$ cat src/rtl/aio_save_chram_if.sv
// Bus bundle between the channel-RAM saver, the channel RAM and the EEPROM writer.
// The slave modport is the saver's view; master is the environment's view.
interface aio_save_chram_if;
  logic        save_chram_en;
  logic        save_chram_done;
  logic        save_chram_error;
  logic        save_chram_rden;
  logic [11:0] save_chram_addr;
  logic [7:0]  save_chram_rdata;
  logic        chram_eep_wren;
  logic [16:0] chram_eep_length;
  logic [15:0] chram_eep_addr;
  logic        save_eep_valid;
  logic        save_eep_ready;
  logic        save_eep_last;
  logic [7:0]  save_eep_data;
  logic        eep_wr_done;
  logic        eep_wr_error;

  modport slave (
    input  save_chram_en, save_chram_rdata, save_eep_ready, eep_wr_done, eep_wr_error,
    output save_chram_done, save_chram_error, save_chram_rden, save_chram_addr,
           chram_eep_wren, chram_eep_length, chram_eep_addr,
           save_eep_valid, save_eep_last, save_eep_data
  );

  modport master (
    output save_chram_en, save_chram_rdata, save_eep_ready, eep_wr_done, eep_wr_error,
    input  save_chram_done, save_chram_error, save_chram_rden, save_chram_addr,
           chram_eep_wren, chram_eep_length, chram_eep_addr,
           save_eep_valid, save_eep_last, save_eep_data
  );
endinterface

$ cat src/rtl/aio_save_chram.sv
// Streams the channel RAM to the EEPROM writer as byte pairs {data, popcount<<4},
// holding the EEPROM write request for the whole job and aborting on error or stall.
module aio_save_chram #(
  parameter logic [15:0] PARA_ADDR = 16'h800,
  parameter logic [16:0] PARA_LEN  = 17'h1100,
  parameter logic [15:0] TIMEOUT   = 16'hFFFF
) (
  input  logic           sys_clk,
  input  logic           glbl_rst,
  aio_save_chram_if.slave bus
);

  localparam logic [2:0] S_IDLE   = 3'd0;
  localparam logic [2:0] S_REQ    = 3'd1;
  localparam logic [2:0] S_RD     = 3'd2;
  localparam logic [2:0] S_WAIT   = 3'd3;
  localparam logic [2:0] S_SEND_D = 3'd4;
  localparam logic [2:0] S_SEND_C = 3'd5;
  localparam logic [2:0] S_FLUSH  = 3'd6;
  localparam logic [2:0] S_DONE   = 3'd7;

  localparam logic [11:0] LAST_IDX = 12'((PARA_LEN >> 1) - 17'd1);

  logic [2:0]  state_q, state_d;
  logic [11:0] cnt_q, cnt_d;
  logic [7:0]  data_q, data_d;
  logic [3:0]  sum_q, sum_d;
  logic [15:0] stall_q, stall_d;
  logic        wren_q, wren_d;
  logic        error_q, error_d;
  logic        xfer, last_ent, stalled, abort;

  function automatic logic [3:0] popcnt8(input logic [7:0] b);
    logic [3:0] n;
    n = '0;
    for (int i = 0; i < 8; i++) n = n + {3'd0, b[i]};
    return n;
  endfunction

  assign last_ent = (cnt_q == LAST_IDX);
  assign xfer     = bus.save_eep_valid && bus.save_eep_ready;
  // A cycle without forward progress in a state that waits on the EEPROM side.
  assign stalled  = ((state_q == S_SEND_D || state_q == S_SEND_C) && !xfer) ||
                    (state_q == S_FLUSH && !bus.eep_wr_done);
  assign abort    = (state_q != S_IDLE && bus.eep_wr_error) ||
                    (stalled && stall_q == TIMEOUT - 16'd1);

  always_comb begin
    state_d = state_q;
    cnt_d   = cnt_q;
    data_d  = data_q;
    sum_d   = sum_q;
    stall_d = stall_q;
    wren_d  = wren_q;
    error_d = 1'b0;
    if (abort) begin
      state_d = S_IDLE;
      wren_d  = 1'b0;
      error_d = 1'b1;
      stall_d = '0;
    end else begin
      case (state_q)
        S_IDLE: begin
          if (bus.save_chram_en) begin
            state_d = S_REQ;
            cnt_d   = '0;
            wren_d  = 1'b1;
          end
        end
        S_REQ:  state_d = S_RD;
        S_RD:   state_d = S_WAIT;
        S_WAIT: begin
          data_d  = bus.save_chram_rdata;
          sum_d   = popcnt8(bus.save_chram_rdata);
          state_d = S_SEND_D;
        end
        S_SEND_D: if (xfer) state_d = S_SEND_C;
        S_SEND_C: begin
          if (xfer) begin
            if (last_ent) begin
              state_d = S_FLUSH;
            end else begin
              cnt_d   = cnt_q + 12'd1;
              state_d = S_RD;
            end
          end
        end
        S_FLUSH: begin
          if (bus.eep_wr_done) begin
            state_d = S_DONE;
            wren_d  = 1'b0;
          end
        end
        S_DONE:  state_d = S_IDLE;
        default: state_d = S_IDLE;
      endcase
      if (state_d != state_q || xfer) stall_d = '0;
      else if (stalled)               stall_d = stall_q + 16'd1;
    end
  end

  always_ff @(posedge sys_clk) begin
    if (glbl_rst) begin
      state_q <= S_IDLE;
      cnt_q   <= '0;
      data_q  <= '0;
      sum_q   <= '0;
      stall_q <= '0;
      wren_q  <= 1'b0;
      error_q <= 1'b0;
    end else begin
      state_q <= state_d;
      cnt_q   <= cnt_d;
      data_q  <= data_d;
      sum_q   <= sum_d;
      stall_q <= stall_d;
      wren_q  <= wren_d;
      error_q <= error_d;
    end
  end

  assign bus.save_chram_rden  = (state_q == S_RD);
  assign bus.save_chram_addr  = cnt_q;
  assign bus.save_chram_done  = (state_q == S_DONE);
  assign bus.save_chram_error = error_q;
  assign bus.chram_eep_wren   = wren_q;
  assign bus.chram_eep_length = wren_q ? PARA_LEN : 17'd0;
  assign bus.chram_eep_addr   = wren_q ? PARA_ADDR : 16'd0;
  assign bus.save_eep_valid   = (state_q == S_SEND_D) || (state_q == S_SEND_C);
  assign bus.save_eep_last    = (state_q == S_SEND_C) && last_ent;
  assign bus.save_eep_data    = (state_q == S_SEND_D) ? data_q :
                                (state_q == S_SEND_C) ? {sum_q, 4'h0} : 8'h00;

endmodule

$ cat src/flat_wrapper.sv
// flat-port wrapper written by rule: the top's interface ports become plain ports
module aio_save_chram_flat 
#(
  parameter logic [15:0] PARA_ADDR = 16'h800,
  parameter logic [16:0] PARA_LEN  = 17'h1100,
  parameter logic [15:0] TIMEOUT   = 16'hFFFF
)
  (sys_clk, glbl_rst, bus_save_chram_en, bus_save_chram_rdata, bus_save_eep_ready, bus_eep_wr_done, bus_eep_wr_error, bus_save_chram_done, bus_save_chram_error, bus_save_chram_rden, bus_save_chram_addr, bus_chram_eep_wren, bus_chram_eep_length, bus_chram_eep_addr, bus_save_eep_valid, bus_save_eep_last, bus_save_eep_data);
  aio_save_chram_if bus_i ();
  input  logic sys_clk;
  input  logic glbl_rst;
  input wire logic [$bits(bus_i.save_chram_en)-1:0] bus_save_chram_en;
  input wire logic [$bits(bus_i.save_chram_rdata)-1:0] bus_save_chram_rdata;
  input wire logic [$bits(bus_i.save_eep_ready)-1:0] bus_save_eep_ready;
  input wire logic [$bits(bus_i.eep_wr_done)-1:0] bus_eep_wr_done;
  input wire logic [$bits(bus_i.eep_wr_error)-1:0] bus_eep_wr_error;
  output wire logic [$bits(bus_i.save_chram_done)-1:0] bus_save_chram_done;
  output wire logic [$bits(bus_i.save_chram_error)-1:0] bus_save_chram_error;
  output wire logic [$bits(bus_i.save_chram_rden)-1:0] bus_save_chram_rden;
  output wire logic [$bits(bus_i.save_chram_addr)-1:0] bus_save_chram_addr;
  output wire logic [$bits(bus_i.chram_eep_wren)-1:0] bus_chram_eep_wren;
  output wire logic [$bits(bus_i.chram_eep_length)-1:0] bus_chram_eep_length;
  output wire logic [$bits(bus_i.chram_eep_addr)-1:0] bus_chram_eep_addr;
  output wire logic [$bits(bus_i.save_eep_valid)-1:0] bus_save_eep_valid;
  output wire logic [$bits(bus_i.save_eep_last)-1:0] bus_save_eep_last;
  output wire logic [$bits(bus_i.save_eep_data)-1:0] bus_save_eep_data;
  assign bus_i.save_chram_en = bus_save_chram_en;
  assign bus_i.save_chram_rdata = bus_save_chram_rdata;
  assign bus_i.save_eep_ready = bus_save_eep_ready;
  assign bus_i.eep_wr_done = bus_eep_wr_done;
  assign bus_i.eep_wr_error = bus_eep_wr_error;
  assign bus_save_chram_done = bus_i.save_chram_done;
  assign bus_save_chram_error = bus_i.save_chram_error;
  assign bus_save_chram_rden = bus_i.save_chram_rden;
  assign bus_save_chram_addr = bus_i.save_chram_addr;
  assign bus_chram_eep_wren = bus_i.chram_eep_wren;
  assign bus_chram_eep_length = bus_i.chram_eep_length;
  assign bus_chram_eep_addr = bus_i.chram_eep_addr;
  assign bus_save_eep_valid = bus_i.save_eep_valid;
  assign bus_save_eep_last = bus_i.save_eep_last;
  assign bus_save_eep_data = bus_i.save_eep_data;
  aio_save_chram #(.PARA_ADDR(PARA_ADDR), .PARA_LEN(PARA_LEN), .TIMEOUT(TIMEOUT)) u_core (.sys_clk(sys_clk), .glbl_rst(glbl_rst), .bus(bus_i));
endmodule
$ cat config.mk
export PLATFORM = sky130hd
export DESIGN_NAME = aio_save_chram_flat
export DESIGN_NICKNAME = d
export VERILOG_FILES = /design/src/rtl/aio_save_chram_if.sv /design/src/rtl/aio_save_chram.sv /design/src/flat_wrapper.sv
export SDC_FILE = /design/constraint.sdc
export NUM_CORES = 1
export LEC_CHECK = 0
export BUFFER_PORTS_ARGS = -buffer_cell sky130_fd_sc_hd__buf_2
export CAP_MARGIN = 20
export CORE_AREA = 2 2 75 77
export DETAILED_ROUTE_END_ITERATION = 10
export DIE_AREA = 0 0 77 79
export PLACE_DENSITY = 0.78
export SLEW_MARGIN = 40
export SYNTH_ARGS = -nofsm -noshare
export SYNTH_HDL_FRONTEND = slang
export SYNTH_SLANG_ARGS = --single-unit
$ cat constraint.sdc
create_clock -name sys_clk -period 3.5 [get_ports sys_clk]
set_input_delay 0.35 -clock sys_clk [delete_from_list [all_inputs] [get_ports sys_clk]]
set_output_delay 0.35 -clock sys_clk [all_outputs]
set_load 0.05 [all_outputs]
==> impl_metrics.env <==
export IMPL_ant_nets=0
export IMPL_whs_endpoint="u_core.data_q[7]"
export IMPL_place_area_mm2=0.00280
export IMPL_initial_core_util_pct=50.4
export IMPL_whs_ns=0.302
export IMPL_cts_hold_buffers=0
export IMPL_hp_class="in2reg"
export IMPL_cts_resized=0
export IMPL_numCtsBuffers=5
export IMPL_ys_flop_type="dfxtp_1"
export IMPL_grt_pass1_vias=2131
export IMPL_drt_initial_drc_count=103
export IMPL_coreArea_mm2=0.00534
export IMPL_final_layout_size_suffix_gt1_share_pct=15.1
export IMPL_diodes=0
export IMPL_power_frac_comb_pct=22.6
export IMPL_io_buffers=42
export IMPL_die_area_mm2=0.00608
export IMPL_max_stage_delay_ns=0.49
export IMPL_rr_worst_depth=5
export IMPL_synth_seq_cells=45
export IMPL_timing_rr_start="u_core.state_q[0]"
export IMPL_swShare_pct=34.1
export IMPL_worst_slew_pin_slew_ns=0.739
export IMPL_cp_required_ns=3.72
export IMPL_power_frac_clock_pct=30.3
export IMPL_routed_wl_um=5520
export IMPL_leakage_nw=1.17
export IMPL_ir_drop_v=0.000248
export IMPL_cp_slowest_cell="fa_1"
export IMPL_via_count=2314
export IMPL_path_clk_slew_ns=0.08
export IMPL_ys_warn_count=0
export IMPL_rows=27
export IMPL_synthesis_area_mm2=0.00269
export IMPL_async_reset_ff_share_pct=0
export IMPL_clock_sinks=45
export IMPL_cts_setup_buffers=0
export IMPL_area_delta_synth_final_pct=8.05
export IMPL_final_cell_mix="dfxtp_1 (45), nor2_1 (42), buf_2 (42), nand2_1 (35)"
export IMPL_htreeDepth=2
export IMPL_syn_area_per_cell_um2=7.84
export IMPL_ios=73
export IMPL_path_cells="buf_2 -> ha_1 -> inv_1 -> fa_1 -> fa_1 -> inv_1 -> fa_1 -> inv_1 -> fa_1 -> a211oi_1"
export IMPL_critPathKind="in2reg"
export IMPL_critPathMaxFanout=2
export IMPL_p_int_uw=763
export IMPL_drc=0
export IMPL_timing_reg2reg_setup_slack_ns=1.01
export IMPL_cp_data_arrival_time_ns=2.85
export IMPL_final_max_slew_violation_count=0
export IMPL_worstHoldStart="bus_save_chram_rdata[7]"
export IMPL_fin_tns_setup_ns=0
export IMPL_wire_per_inst_um=12.3
export IMPL_dr_pass1_iters=4
export IMPL_postSynthCellCount=343
export IMPL_clockRootBuffer="clkbuf_8"
export IMPL_dpl_hpwl_um=4060
export IMPL_r2r_end="u_core.bus.save_chram_addr[10]"
export IMPL_cts_tree="built"
export IMPL_dieHeight_um=79
export IMPL_crit_path_end_kind="flop"
export IMPL_grt_max_degree=23
export IMPL_power_total_mw=1.16
export IMPL_hold_viol_final=0
export IMPL_final_common_cell="dfxtp_1"
export IMPL_globalRouteTotalUtil_pct=18.8
export IMPL_finalSetupViolCount=0
export IMPL_gp_congestion=0.853
export IMPL_via_per_inst=5.15
export IMPL_nets=400
export IMPL_clockBufferDepth=2
export IMPL_cpMostUsedCell="fa_1"
export IMPL_fmax_mhz=380
export IMPL_grt_antenna_before_repair=0
export IMPL_fin_crit_ns=2.63
export IMPL_seqPwrFrac_pct=47.0
export IMPL_rsz0062_at_grt="no"
export IMPL_synth_edf_count=0
export IMPL_powerDensity_mw_per_mm2=399
export IMPL_maxCapViolations=0
export IMPL_synth_seq_area_share_pct=33.5
export IMPL_overflow=0
export IMPL_relSlewSlack_pct=50.7
export IMPL_status="finished, final reports clean"
export IMPL_insertion_delay_ns=0.30
export IMPL_switching_power_uw=395
export IMPL_fin_crit_sh_pct=75.3
export IMPL_yosys_cell_types_count=45
export IMPL_fin_skew_ns=0.00629
export IMPL_cp_start_kind="input port"
export IMPL_die_x_um=77
export IMPL_final_area_mm2=0.00291
export IMPL_holdPathStages=3
export IMPL_grt_pass1_wl_um=9420
## stage by stage
| stage | worst slack, ns | utilization, % | std cells |
|---|---|---|---|
| global placement | 0.644 | 52.5 | 441 |
| finish | 0.866 | 54.4 | 449 |
| detailed placement | 0.570 | 52.5 | 441 |
| floorplan | 0.791 | - | 372 |
| global route | 0.740 | 54.4 | 449 |
| CTS | 0.888 | 54.4 | 449 |
## area by class of cell
cell class	instances	area (um^2)
multi-input cells	266	1540
fillers	512	2430
clock inverters	1	5.00
flip-flops and latches	45	901
well taps	72	90.1
clock buffers	7	96.3
repair buffers	43	218
inverters	15	56.3
## worst max path at each step
stage,from,to,slack (ns)
floorplan,bus_save_chram_rdata[0],u_core.sum_q[1],0.79
global placement,bus_save_chram_rdata[0],u_core.sum_q[1],0.64
detailed placement,bus_save_chram_rdata[0],u_core.sum_q[1],0.57
CTS,bus_save_chram_rdata[0],u_core.sum_q[1],0.89
global route,bus_save_chram_rdata[0],u_core.sum_q[1],0.74
finish,bus_save_chram_rdata[0],u_core.sum_q[1],0.87
## cell usage after synthesis, types with 5 or more instances
cell	number	area, um^2
nand2_1	35	131
xor2_1	5	43.8
xnor2_1	12	105
dfxtp_1	45	901
and2_1	5	31.3
ha_1	6	75.1
nor2_1	42	158
a21oi_1	30	150
o31ai_1	6	45.0
nand3_1	12	60.1
nand2b_1	7	43.8
inv_1	14	52.6
nor3_1	6	30.0
nand3b_1	5	37.5
clkbuf_1	8	30.0
nand4_1	6	37.5
buf_4	33	248
o21ai_0	8	40.0
and3_1	7	43.8
## sequential cells by signal, indices dropped and copies added, names as in the netlist
register                     count
u_core.bus.chram_eep_wren        1
u_core.bus.save_chram_error      1
u_core.stall_q                  16
u_core.state_q                   3
u_core.bus.save_chram_addr      12
u_core.data_q                    8
u_core.sum_q                     4
## kinds of logic after synthesis
group,Yosys count,share of synthesized area (%)
compound gates,59,13.3
xor+xnor,17,5.54
fa+ha+maj,10,5.77
buf+inv,61,13.3
flops,45,33.5
mux,4,1.49
other cells,1,0.139
simple gates,146,27.0
## layer usage
| layer | global-route usage, % | wire, um | vias to the layer above |
|---|---|---|---|
| li1 | - | - | 1165 |
| met1 | 22.3 | 2460 | 1086 |
| met2 | 33.2 | 2740 | 54 |
| met3 | 3.98 | 239 | 9 |
| met4 | 7.68 | 81 | 0 |
| met5 | 0 | 0 | - |
## critical path: cells and delay by family
kind	cells	cell delay, ns
buf+inv	4	0.32
fa+ha+maj	5	1.99
compound gates	1	0.19
## power by group through the flow
stage               logic [mW]  registers [mW]  clock network, mW
floorplan                0.247           0.559                  0
detailed placement       0.260           0.557                  0
CTS                      0.261           0.544              0.362
finish                   0.262           0.545              0.351
global placement         0.255           0.555                  0
global route             0.286           0.547              0.381
(Power assumes the default switching activity.)
